`src/rtl/axis_averager_if.sv`:
```
// Stream bundle for axis_averager: the sample input stream (s_axis_*) and
// the averaged result stream (m_axis_*).
//   slave  : view taken by the averager (consumes s_axis_*, produces m_axis_*)
//   master : view taken by the environment driving and draining the averager
interface axis_averager_if #(
    parameter int unsigned AXIS_TDATA_WIDTH = 32
) ();
    logic [AXIS_TDATA_WIDTH-1:0] s_axis_tdata;
    logic                        s_axis_tvalid;
    logic                        s_axis_tready;
    logic [AXIS_TDATA_WIDTH-1:0] m_axis_tdata;
    logic                        m_axis_tvalid;
    logic                        m_axis_tready;

    modport slave (
        input  s_axis_tdata,
        input  s_axis_tvalid,
        output s_axis_tready,
        output m_axis_tdata,
        output m_axis_tvalid,
        input  m_axis_tready
    );

    modport master (
        output s_axis_tdata,
        output s_axis_tvalid,
        input  s_axis_tready,
        input  m_axis_tdata,
        input  m_axis_tvalid,
        output m_axis_tready
    );
endinterface

```
`src/rtl/axis_averager.sv`:
```
// Block averager: sums 2^L signed samples and emits their floor average.
//   aclk        : clock, rising edge
//   aresetn     : asynchronous active-low reset
//   avg_log2    : requested log2 block length, clamped to MAX_LOG2, latched per block
//   block_count : number of results accepted downstream (wraps)
//   axis        : s_axis_* sample input, m_axis_* result output
module axis_averager #(
    parameter int unsigned AXIS_TDATA_WIDTH = 32,
    parameter int unsigned MAX_LOG2         = 10
) (
    input  logic                aclk,
    input  logic                aresetn,
    input  logic [3:0]          avg_log2,
    output logic [31:0]         block_count,
    axis_averager_if.slave      axis
);
    localparam int unsigned AccW = AXIS_TDATA_WIDTH + MAX_LOG2;
    localparam int unsigned CntW = MAX_LOG2 + 1;

    logic signed [AccW-1:0]             acc_q, acc_d;
    logic [CntW-1:0]                    cnt_q, cnt_d;
    logic [3:0]                         len_q, len_d;
    logic [AXIS_TDATA_WIDTH-1:0]        data_q, data_d;
    logic                               valid_q, valid_d;
    logic [31:0]                        bc_q, bc_d;

    logic [3:0]                         len_req;
    logic [3:0]                         len_eff;
    logic [CntW-1:0]                    cnt_last;
    logic                               is_last;
    logic                               s_ready;
    logic                               in_xfer;
    logic                               out_xfer;
    logic signed [AXIS_TDATA_WIDTH-1:0] sample_s;
    logic signed [AccW-1:0]             sum;

    always_comb begin
        len_req  = (32'(avg_log2) > MAX_LOG2) ? 4'(MAX_LOG2) : avg_log2;
        // Between blocks the live request decides; mid-block the latched length rules.
        len_eff  = (cnt_q == '0) ? len_req : len_q;
        cnt_last = (CntW'(1) << len_eff) - CntW'(1);
        is_last  = (cnt_q == cnt_last);
        // Only the final sample can be stalled: it would overwrite an unread result.
        s_ready  = !(is_last && valid_q && !axis.m_axis_tready);
        in_xfer  = axis.s_axis_tvalid && s_ready;
        out_xfer = valid_q && axis.m_axis_tready;
        sample_s = axis.s_axis_tdata;
        sum      = acc_q + AccW'(sample_s);
    end

    always_comb begin
        acc_d   = acc_q;
        cnt_d   = cnt_q;
        len_d   = len_q;
        data_d  = data_q;
        valid_d = valid_q;
        bc_d    = bc_q;
        if (out_xfer) begin
            valid_d = 1'b0;
            bc_d    = bc_q + 32'd1;
        end
        if (in_xfer) begin
            if (is_last) begin
                acc_d   = '0;
                cnt_d   = '0;
                data_d  = AXIS_TDATA_WIDTH'(sum >>> len_eff);
                valid_d = 1'b1;  // a completion wins over a same-cycle drain
            end else begin
                acc_d = sum;
                cnt_d = cnt_q + CntW'(1);
                if (cnt_q == '0) begin
                    len_d = len_req;
                end
            end
        end
    end

    always_ff @(posedge aclk or negedge aresetn) begin
        if (!aresetn) begin
            acc_q   <= '0;
            cnt_q   <= '0;
            len_q   <= '0;
            data_q  <= '0;
            valid_q <= 1'b0;
            bc_q    <= '0;
        end else begin
            acc_q   <= acc_d;
            cnt_q   <= cnt_d;
            len_q   <= len_d;
            data_q  <= data_d;
            valid_q <= valid_d;
            bc_q    <= bc_d;
        end
    end

    assign axis.s_axis_tready = s_ready;
    assign axis.m_axis_tdata  = data_q;
    assign axis.m_axis_tvalid = valid_q;
    assign block_count        = bc_q;
endmodule

```
`src/flat_wrapper.sv`:
```
// flat-port wrapper written by rule: the top's interface ports become plain ports
module axis_averager_flat 
#(
    parameter int unsigned AXIS_TDATA_WIDTH = 32,
    parameter int unsigned MAX_LOG2         = 10
)
  (aclk, aresetn, avg_log2, block_count, axis_s_axis_tdata, axis_s_axis_tvalid, axis_s_axis_tready, axis_m_axis_tdata, axis_m_axis_tvalid, axis_m_axis_tready);
  axis_averager_if #(.AXIS_TDATA_WIDTH(AXIS_TDATA_WIDTH)) axis_i ();
  input  logic aclk;
  input  logic aresetn;
  input  logic [3:0] avg_log2;
  output logic [31:0] block_count;
  input wire logic [$bits(axis_i.s_axis_tdata)-1:0] axis_s_axis_tdata;
  input wire logic [$bits(axis_i.s_axis_tvalid)-1:0] axis_s_axis_tvalid;
  output wire logic [$bits(axis_i.s_axis_tready)-1:0] axis_s_axis_tready;
  output wire logic [$bits(axis_i.m_axis_tdata)-1:0] axis_m_axis_tdata;
  output wire logic [$bits(axis_i.m_axis_tvalid)-1:0] axis_m_axis_tvalid;
  input wire logic [$bits(axis_i.m_axis_tready)-1:0] axis_m_axis_tready;
  assign axis_i.s_axis_tdata = axis_s_axis_tdata;
  assign axis_i.s_axis_tvalid = axis_s_axis_tvalid;
  assign axis_s_axis_tready = axis_i.s_axis_tready;
  assign axis_m_axis_tdata = axis_i.m_axis_tdata;
  assign axis_m_axis_tvalid = axis_i.m_axis_tvalid;
  assign axis_i.m_axis_tready = axis_m_axis_tready;
  axis_averager #(.AXIS_TDATA_WIDTH(AXIS_TDATA_WIDTH), .MAX_LOG2(MAX_LOG2)) u_core (.aclk(aclk), .aresetn(aresetn), .avg_log2(avg_log2), .block_count(block_count), .axis(axis_i));
endmodule
```
`config.mk`:
```
export PLATFORM = sky130hd
export DESIGN_NAME = axis_averager_flat
export DESIGN_NICKNAME = d
export VERILOG_FILES = /design/src/rtl/axis_averager_if.sv /design/src/rtl/axis_averager.sv /design/src/flat_wrapper.sv
export SDC_FILE = /design/constraint.sdc
export NUM_CORES = 1
export LEC_CHECK = 0
export BUFFER_PORTS_ARGS = -buffer_cell sky130_fd_sc_hd__buf_2
export CAP_MARGIN = 25
export CORE_MARGIN = 2
export CORE_UTILIZATION = 61
export CTS_CLUSTER_DIAMETER = 200
export DETAILED_ROUTE_END_ITERATION = 6
export PLACE_DENSITY = 0.79
export SKIP_LAST_GASP = 1
export SYNTH_ARGS = -nofsm -noshare
export SYNTH_HDL_FRONTEND = slang
export SYNTH_SLANG_ARGS = --single-unit
```
`constraint.sdc`:
```
create_clock -name aclk -period 6.98 [get_ports aclk]
set_clock_uncertainty 0.2 [all_clocks]
set_input_delay 1.745 -clock aclk [delete_from_list [all_inputs] [get_ports aclk]]
set_output_delay 1.745 -clock aclk [all_outputs]
set_load 0.1 [all_outputs]
```
==> flow_metrics.env, run 1 <==
export IMPL_synth_top_area_cell="dfrtp_1"
export IMPL_vdd_drop_max_v=0.000316
export IMPL_synthTopCellsByCount="nand2_1 (151), dfrtp_1 (122), nor2_1 (99)"
export IMPL_antenna_found_initial=0
export IMPL_numCtsBuffers=17
export IMPL_cp_num_buf_inv=3
export IMPL_crit_path_start_kind="primary input"
export IMPL_clk_path_buf_depth=2
export IMPL_port_buffers=105
export IMPL_hold_viol_final=0
export IMPL_synthFlopType="dfrtp_1"
export IMPL_die_w_um=137
export IMPL_ys_types=86
export IMPL_hold_slack_ps=277
export IMPL_p_total_uw=5550
export IMPL_status="completed"
export IMPL_path_common_cell="o21ai_0"
export IMPL_vias_per_cell=6.92
export IMPL_io_pins=106
export IMPL_worstPathArrival_ps=4620
export IMPL_synth_nets=1394
export IMPL_cts_clk_slew_worst_paths_ps=70
export IMPL_finalSetupViolCount=0
export IMPL_vias=11200
export IMPL_synth_seq_cells=122
export IMPL_period_share_pct=94.0
export IMPL_cts_tree="done"
export IMPL_cp_max_fo=15
export IMPL_combPwrFrac_pct=65.7
export IMPL_num_rows=48
export IMPL_cts_root_buf="clkbuf_16"
export IMPL_hpwlAfterDp_um=24500
export IMPL_final_setup_tns_ps=0
export IMPL_worstHoldPathType="flip-flop to flip-flop"
export IMPL_end_kind="output pin"
export IMPL_synthesis_area_um2=10700
export IMPL_path_class="primary input to output pin"
export IMPL_first_iter_violations=1188
export IMPL_switchingPower_uw=2890
export IMPL_yosysWarningCount=0
export IMPL_synth_most_common_cell="nand2_1"
export IMPL_clock_sinks=122
export IMPL_fp_dieArea_um2=18700
export IMPL_grt_pass1_vias=10300
export IMPL_synthArstFlopShare_pct=100
export IMPL_timing_slew_headroom_pct=32.5
export IMPL_synthTopCellsByArea="dfrtp_1 (28%), nand2_1 (5.3%), ha_1 (5.2%), mux2i_1 (4.7%), o21ai_0 (3.9%)"
export IMPL_maxSlewViolCount=0
export IMPL_tightest_slew_ps=1000
export IMPL_grt_util_all_layers_pct=36.0
export IMPL_drtPass1Iterations=6
export IMPL_grt_max_degree=75
export IMPL_grt_pass1_wl_um=53200
export IMPL_synthCells=1308
export IMPL_switching_share_pct=52.0
export IMPL_p_clk_share_pct=16.5
export IMPL_coreArea_um2=17200
export IMPL_fmax_mhz=152
export IMPL_synth_edf_count=0
export IMPL_drv_cap=0
export IMPL_nets=1461
export IMPL_num_antenna_cells=0
export IMPL_clk_insertion_delay_late_ps=440
export IMPL_avgSynthCellArea_um2=8.21
export IMPL_cp_top_family="simple AND/OR/NAND/NOR gates"
export IMPL_htreeDepth=4
export IMPL_cp_slowest_cell="nor4b_4"
export IMPL_critPathMaxStageDelay_ps=300
export IMPL_crit_path_cell_trace="buf_2 > o21ai_0 > and2_1 > mux2i_4 > nor2_1 > nand2_1 > ha_2 > buf_4 > nor3_1 > a21oi_1 > o211a_1 > o21ai_0 > nand4_1 > nor4b_4 > nand2_2 > clkbuf_4"
export IMPL_gp_congestion=0.987
export IMPL_yosysSeqAreaShare_pct=28.4
export IMPL_drc=0
export IMPL_post_synth_top_area_fraction_pct=28.4
export IMPL_drive_above_1_share_pct=15.6
export IMPL_drtAntennaViolNets=0
export IMPL_area_growth_pct=12.4
export IMPL_wl_per_cell_um=20.7
export IMPL_critPathRequiredTime_ps=5040
export IMPL_globalRoute_totalOverflow=0
export IMPL_seqPwrFrac_pct=17.7
export IMPL_die_h_um=137
export IMPL_p_int_uw=2660
export IMPL_rsz0062_at_grt="false"
export IMPL_timing_final_crit_period_ps=6560
export IMPL_p_leak_uw=0.00549
export IMPL_wl_um=33400
export IMPL_start_util_pct=62.3
export IMPL_powerDensity_nw_per_um2=460
[sequential cells by signal, summed over array words and instances (netlist names)]
name,count
u_core.acc_q,42
u_core.axis.m_axis_tdata,32
u_core.block_count,32
u_core.cnt_q,11
u_core.len_q,4
u_core.axis.m_axis_tvalid,1
[cell type report]
class / count / area (um^2)
Clock buffer: 17 / 425
Clock inverter: 15 / 168
Fill cell: 1408 / 5160
Inverter: 27 / 101
Multi-Input combinational cell: 1075 / 7290
Sequential cell: 122 / 3050
Tap cell: 225 / 282
Timing Repair Buffer: 132 / 753
[power groups by stage]
stage | Sequential (uW) | Clock (uW) | Combinational [uW]
5_1_grt | 1000 | 952 | 3940
3_3_place_gp | 987 | 0 | 3450
4_1_cts | 981 | 921 | 3520
6_report | 984 | 918 | 3650
2_1_floorplan | 985 | 0 | 2580
3_5_place_dp | 994 | 0 | 3490
[layer usage]
metal	up-vias	GRT usage, %	part of all wire [%]
li1	5120	-	-
met4	0	13.5	3.0
met3	84	6.96	9.5
met1	5339	48.7	42
met5	-	0	0
met2	627	57.1	46
[logic make-up after synthesis]
group	share of synthesized area (%)
xor gates and xnor gates	5.05
AOI/OAI and AO/OA	28.8
muxes	7.17
and+or+nand+nor	21.0
DFF	28.4
buffers and inverters	4.13
adders and majority gates	5.43
[worst paths after layout]
| path | from | endpoint | slack, ps | cells past startpoint |
|---|---|---|---|---|
| worst max-delay path | avg_log2[2] | axis_s_axis_tready | 420 | 16 |
| worst min-delay path | u_core.block_count[31]$_DFFE_PN0P_ | u_core.block_count[31]$_DFFE_PN0P_ | 280 | 1 |
| worst max register to register | u_core.cnt_q[0]$_DFFE_PN0P_ | u_core.axis.m_axis_tdata[31]$_DFFE_PN0P_ | 1540 | 18 |
| worst min register to register | u_core.block_count[31]$_DFFE_PN0P_ | u_core.block_count[31]$_DFFE_PN0P_ | 280 | 1 |
| max in group asynchronous | aresetn | u_core.cnt_q[5]$_DFFE_PN0P_ | 4830 | 2 |
| min in group asynchronous | aresetn | u_core.acc_q[11]$_DFFE_PN0P_ | 1110 | 2 |
[layout by cell type (no fill, tap or decap), types with 19 or more instances in the layout]
| cell type | netlist | layout |
|---|---|---|
| xor2_1 | 19 | 19 |
| mux2_2 | 22 | 22 |
| nor3_1 | 30 | 30 |
| a22o_1 | 26 | 26 |
| a21o_1 | 36 | 36 |
| buf_2 | 13 | 103 |
| o21ai_0 | 84 | 84 |
| nand3_1 | 42 | 42 |
| o211ai_1 | 23 | 23 |
| nand2_1 | 151 | 150 |
| mux2i_1 | 50 | 48 |
| a21oi_1 | 76 | 76 |
| inv_1 | 27 | 27 |
| nand4_1 | 27 | 27 |
| ha_1 | 45 | 44 |
| a211oi_1 | 32 | 32 |
| nor2_1 | 99 | 98 |
| buf_4 | 1 | 27 |
| xnor2_1 | 43 | 43 |
| dfrtp_1 | 122 | 122 |
[per-stage QoR]
| step | util [%] | instance area, um^2 | instances | worst slack (ps) |
|---|---|---|---|---|
| final | 70.1 | 12100 | 1613 | 417 |
| after global routing | 70.1 | 12100 | 1613 | 123 |
| after CTS | 69.8 | 12000 | 1612 | 205 |
| after detailed placement | 66.3 | 11400 | 1580 | 215 |
| after global placement | 66.3 | 11400 | 1580 | 330 |
| after floorplan | - | 10700 | 1308 | 13.1 |
[what timing repair did]
item,CTS,global route
hold buffers,0,0
setup endpoints to repair,0,1
gates resized for setup,0,5
buffers inserted,0,0
(Power assumes the default switching activity.)
==> run 2: changes to the inputs <==
ABC_AREA = 1   (was default)
==> run 2 against run 1 <==
Critical path depth rose by 1. Cell count increased by 32%. Setup slack better by 250 ps. Critical endpoint unchanged. Largest cell class unchanged.
==> flow_metrics.env, run 2 <==
export IMPL_wl_um=36400
export IMPL_synthFlopType="dfrtp_1"
export IMPL_cts_hold_buf=0
export IMPL_io_pins=106
export IMPL_clk_path_buf_depth=2
export IMPL_drc=0
export IMPL_clock_sinks=122
export IMPL_stdcell_area_um2=12200
export IMPL_grt_max_degree=65
export IMPL_gp_congestion=1.02
export IMPL_postCtsSetupBuffers=0
export IMPL_fmax_mhz=158
export IMPL_synthArstFlopShare_pct=100
export IMPL_crit_path_cell_trace="buf_2 > inv_1 > nor2_1 > nand3_1 > nand2_4 > nor2_4 > nand3_1 > ha_1 > xor2_1 > nand3_1 > nor2_1 > nand3_1 > nor2_1 > nand3_1 > nor2_1 > nand4_1 > buf_2"
export IMPL_htreeDepth=4
export IMPL_first_iter_violations=1225
export IMPL_synthesis_area_um2=11000
export IMPL_cp_num_buf_inv=3
export IMPL_regArea_um2=3050
export IMPL_start_util_pct=61.6
export IMPL_synth_seq_cells=122
export IMPL_crit_path_start_kind="primary input"
export IMPL_cp_slowest_cell="nor2_4"
export IMPL_globalRoute_totalOverflow=0
export IMPL_antenna_found_initial=0
export IMPL_post_synth_top_area_fraction_pct=27.9
export IMPL_status="completed"
export IMPL_path_common_cell="nand3_1"
export IMPL_grt_pass1_vias=11400
export IMPL_wl_per_cell_um=17.1
export IMPL_finalSetupViolCount=0
export IMPL_synthCells=1800
export IMPL_timing_slew_headroom_pct=43.2
export IMPL_layout_commonest_cell="nand2_1"
export IMPL_grt_util_all_layers_pct=38.4
export IMPL_avgSynthCellArea_um2=6.09
export IMPL_drtPass1Iterations=6
export IMPL_rr_startpoint="u_core.cnt_q[0]$_DFFE_PN0P_"
export IMPL_worstPathArrival_ps=4370
export IMPL_tightest_slew_ps=852
export IMPL_maxSlewViolCount=0
export IMPL_synth_edf_count=0
export IMPL_drive_above_1_share_pct=9.70
export IMPL_multi_input_area_um2=6820
export IMPL_period_share_pct=90.5
export IMPL_r2r_end="u_core.cnt_q[10]$_DFFE_PN0P_"
export IMPL_reg2reg_setup_slack_ps=2230
export IMPL_vias=12200
export IMPL_synthTopCellsByCount="nand2_1 (722), nand3_1 (280), inv_1 (219)"
export IMPL_drv_cap=0
export IMPL_cp_top_family="simple AND/OR/NAND/NOR gates"
export IMPL_num_antenna_cells=0
export IMPL_hold_viol_final=0
export IMPL_cp_depth=17
export IMPL_largest_reg_flops=42
export IMPL_fp_dieArea_um2=19000
export IMPL_clk_insertion_delay_late_ps=440
export IMPL_port_buffers=105
export IMPL_synthTopCellsByArea="dfrtp_1 (28%), nand2_1 (25%), nand3_1 (13%), inv_1 (7.5%), ha_1 (5.1%)"
export IMPL_timing_final_crit_period_ps=6320
export IMPL_cp_max_fo=28
export IMPL_hpwlAfterDp_um=27800
export IMPL_synth_nets=1886
export IMPL_numCtsBuffers=17
export IMPL_rsz0062_at_grt="false"
export IMPL_end_kind="output pin"
export IMPL_die_w_um=138
export IMPL_drtAntennaViolNets=0
export IMPL_nets=1970
export IMPL_cts_tree="done"
export IMPL_num_rows=49
export IMPL_min_to="u_core.axis.m_axis_tdata[5]$_DFFE_PN0P_"
export IMPL_area_growth_pct=11.4
export IMPL_cts_clk_slew_worst_paths_ps=60
export IMPL_vias_per_cell=5.73
export IMPL_critPathMaxStageDelay_ps=350
export IMPL_critPathRequiredTime_ps=5040
export IMPL_worstHoldPathType="flip-flop to flip-flop"
export IMPL_synth_most_common_cell="nand2_1"
export IMPL_cts_repair_resized=0
export IMPL_rr_worst_depth=22
export IMPL_cts_root_buf="clkbuf_16"
export IMPL_yosysWarningCount=0
export IMPL_yosysSeqAreaShare_pct=27.9
export IMPL_hp_start="u_core.axis.m_axis_tdata[5]$_DFFE_PN0P_"
export IMPL_fill_cells=1609
export IMPL_layout_common_cells="nand2_1 (722), nand3_1 (280), inv_1 (219), dfrtp_1 (122), nor2_1 (112)"
export IMPL_grt_pass1_wl_um=59100
export IMPL_die_h_um=138
export IMPL_regMostFlops="u_core.acc_q"
export IMPL_synth_top_area_cell="dfrtp_1"
export IMPL_whs_path_depth=2
export IMPL_final_setup_tns_ps=0
export IMPL_ys_types=43
export IMPL_coreArea_um2=17800
export IMPL_placed_area_um2=11600
export IMPL_path_class="primary input to output pin"
run 2: cell count changes in the layout (fill, tap and decap cells not counted), sizes merged, moves of 34 or more:
cell and change:
nand3 +244, a21o -34, mux2i -49, a21oi -46, nand2 +580, inv +193
run 2: kinds of logic (layout without fill, tap and decap cells):
| logic type | Yosys count | in the layout | share of synthesized area [%] |
|---|---|---|---|
| fa+ha+maj | 46 | 46 | 5.32 |
| flops | 122 | 122 | 27.9 |
| compound gates | 107 | 107 | 5.29 |
| mux | 1 | 1 | 0.0914 |
| simple gates | 1197 | 1197 | 47.0 |
| xor+xnor | 57 | 57 | 4.56 |
| buf+inv | 270 | 367 | 9.88 |
run 2: per-stage QoR:
step	std cells	util (%)	hold WS (ps)	worst slack, ps
final	2126	68.6	272	663
after global routing	2126	68.6	298	403
after CTS	2126	68.6	273	702
after detailed placement	2094	65.3	257	706
after global placement	2093	65.1	249	753
after floorplan	1800	-	253	171
run 2: how the worst max path moves through the flow:
stage / startpoint / end / slack, ps
detailed placement: avg_log2[2] / axis_s_axis_tready / 710
global route: avg_log2[2] / axis_s_axis_tready / 400
finish: avg_log2[2] / axis_s_axis_tready / 660
CTS: avg_log2[2] / axis_s_axis_tready / 700
floorplan: avg_log2[2] / axis_s_axis_tready / 170
global placement: avg_log2[2] / axis_s_axis_tready / 750
run 2: layer usage:
layer	wire length, um	GRT usage (%)	part of all wire, %	vias to the layer above
met5	0	0	0	-
met4	1360	14.9	3.7	0
met3	2870	5.68	7.9	95
met2	16500	61.8	45	617
met1	15700	52.8	43	5563
li1	-	-	-	5900
run 2: layout make-up:
class / instances / share of cell area, %
inverters: 222 / 6.83
repair buffers: 113 / 4.98
flip-flops and latches: 122 / 25.0
clock buffers: 17 / 3.49
well taps: 229 / 2.35
clock inverters: 15 / 1.45
multi-input cells: 1408 / 55.9
run 2: worst register-to-register path, stage by stage (launching register included):
cell	delay, ps
dfrtp_1	450
inv_1	140
ha_1	180
inv_1	40
nor2_1	80
nand2_1	130
o21bai_2	200
nand2_4	240
nor2_4	350
nand3_1	160
ha_1	320
xor2_1	190
nand3_1	120
nor2_1	140
nand2_1	60
nor2_1	100
nand3_1	110
nor2_2	150
nand3_2	150
nand2_4	550
inv_1	370
nand2_1	130
o21ai_1	70
Power of run 2 is left out: the tool's default activity adds up to more than one toggle a clock period on the data nets, which glitch-free logic cannot reach.
==> run 3: changes to the inputs <==
CORE_MARGIN = default   (was 2)
==> run 3 against run 2 <==
Critical path type unchanged. Global-route usage grew 2.6 points. Die area fell by 2.9%. Register-to-register slack hardly changed. Cell count is 0.14% lower. First-iteration DRC count up 10%. Largest cell class unchanged. Highest routed layer unchanged. Non-clock buffer count grew 1. Hold slack worse by 3.3 ps. Critical endpoint unchanged. Utilization up 1.6 points. Setup slack worse by 25 ps.
==> flow_metrics.env, run 3 (same netlist as run 2, synthesis figures left out) <==
export IMPL_grt_pass1_vias=11300
export IMPL_clock_sinks=122
export IMPL_cts_tree="done"
export IMPL_num_antenna_cells=0
export IMPL_start_util_pct=62.9
export IMPL_port_buffers=105
export IMPL_critPathRequiredTime_ps=5040
export IMPL_layout_commonest_cell="nand2_1"
export IMPL_numCtsBuffers=17
export IMPL_fin_ws_ps=638
export IMPL_htreeDepth=4
export IMPL_coreArea_um2=17400
export IMPL_preCtsSetupSlack_ps=676
export IMPL_num_rows=48
export IMPL_regMostFlops="u_core.acc_q"
export IMPL_nets=1971
export IMPL_wl_um=37100
export IMPL_cts_hold_buf=0
export IMPL_cp_max_fo=28
export IMPL_postCtsSetupBuffers=0
export IMPL_io_pins=106
export IMPL_fmax_mhz=158
export IMPL_worstPathArrival_ps=4400
export IMPL_first_iter_violations=1348
export IMPL_grt_max_degree=71
export IMPL_finalSetupViolCount=0
export IMPL_end_kind="output pin"
export IMPL_tightest_slew_ps=840
export IMPL_area_growth_pct=11.7
export IMPL_placed_cells=2090
export IMPL_rr_startpoint="u_core.cnt_q[0]$_DFFE_PN0P_"
export IMPL_worstHoldPathType="flip-flop to flip-flop"
export IMPL_cts_root_buf="clkbuf_16"
export IMPL_die_h_um=136
export IMPL_grt_util_all_layers_pct=41.1
export IMPL_drc=0
export IMPL_whs_path_depth=1
export IMPL_grt_pass1_wl_um=57900
export IMPL_clk_path_buf_depth=2
export IMPL_status="completed"
export IMPL_drive_above_1_share_pct=9.75
export IMPL_stdcell_count=2123
export IMPL_clk_insertion_delay_late_ps=440
export IMPL_globalRoute_totalOverflow=0
export IMPL_wl_per_cell_um=17.5
export IMPL_crit_path_start_kind="primary input"
export IMPL_cts_clk_slew_worst_paths_ps=60
export IMPL_period_share_pct=90.9
export IMPL_hp_start="u_core.block_count[31]$_DFFE_PN0P_"
export IMPL_r2r_end="u_core.cnt_q[10]$_DFFE_PN0P_"
export IMPL_reg2reg_setup_slack_ps=2240
export IMPL_hpwlAfterDp_um=28100
export IMPL_gp_congestion=1.06
export IMPL_rsz0062_at_grt="false"
export IMPL_layout_common_cells="nand2_1 (722), nand3_1 (280), inv_1 (219), dfrtp_1 (122), nor2_1 (112)"
export IMPL_min_to="u_core.block_count[31]$_DFFE_PN0P_"
export IMPL_path_class="primary input to output pin"
export IMPL_fp_dieArea_um2=18500
export IMPL_antenna_found_initial=0
export IMPL_largest_reg_flops=42
export IMPL_timing_final_crit_period_ps=6340
export IMPL_drtPass1Iterations=6
export IMPL_drtAntennaViolNets=0
export IMPL_final_setup_tns_ps=0
export IMPL_rr_worst_depth=22
export IMPL_vias=12200
export IMPL_die_w_um=136
export IMPL_vias_per_cell=5.77
export IMPL_drv_cap=0
export IMPL_cts_repair_resized=0
export IMPL_hold_viol_final=0
export IMPL_maxSlewViolCount=0
export IMPL_timing_slew_headroom_pct=43.8
==> run 3: layer usage <==
metal	GRT usage, %	vias up	part of all wire, %
li1	-	5885	-
met1	54.3	5577	42
met2	64.9	678	45
met3	8.99	106	9.7
met4	16.7	0	3.8
met5	0	-	0
==> run 3: how the worst max path moves through the flow <==
stage / from / end
finish: avg_log2[2] / axis_s_axis_tready
detailed placement: avg_log2[2] / axis_s_axis_tready
global route: avg_log2[2] / axis_s_axis_tready
floorplan: avg_log2[2] / axis_s_axis_tready
CTS: avg_log2[2] / axis_s_axis_tready
global placement: avg_log2[2] / axis_s_axis_tready
==> run 3: layout make-up <==
cell class	instances	area (um^2)
Clock buffer	18	439
Clock inverter	14	185
Fill cell	1539	5190
Inverter	222	833
Multi-Input combinational cell	1408	6820
Sequential cell	122	3050
Tap cell	225	282
Timing Repair Buffer	114	616
==> run 3: per-stage QoR <==
step	area [um^2]	hold WS, ps	utilization (%)
finish	12200	269	70.2
global placement	11600	249	66.5
floorplan	11000	253	-
global route	12200	285	70.2
detailed placement	11600	257	66.5
CTS	12200	269	70.1
==> run 3: critical path, stage by stage <==
cell and delay, ps:
buf_2 110, inv_1 60, nor2_1 40, nand3_1 120, nand2_4 240, nor2_4 360, nand3_1 150, ha_1 330
xor2_1 200, nand3_1 120, nor2_1 120, nand3_1 90, nor2_1 90, nand3_1 70, nor2_1 130, nand4_1 110
buf_2 310
Power of run 3 is left out for the same reason.
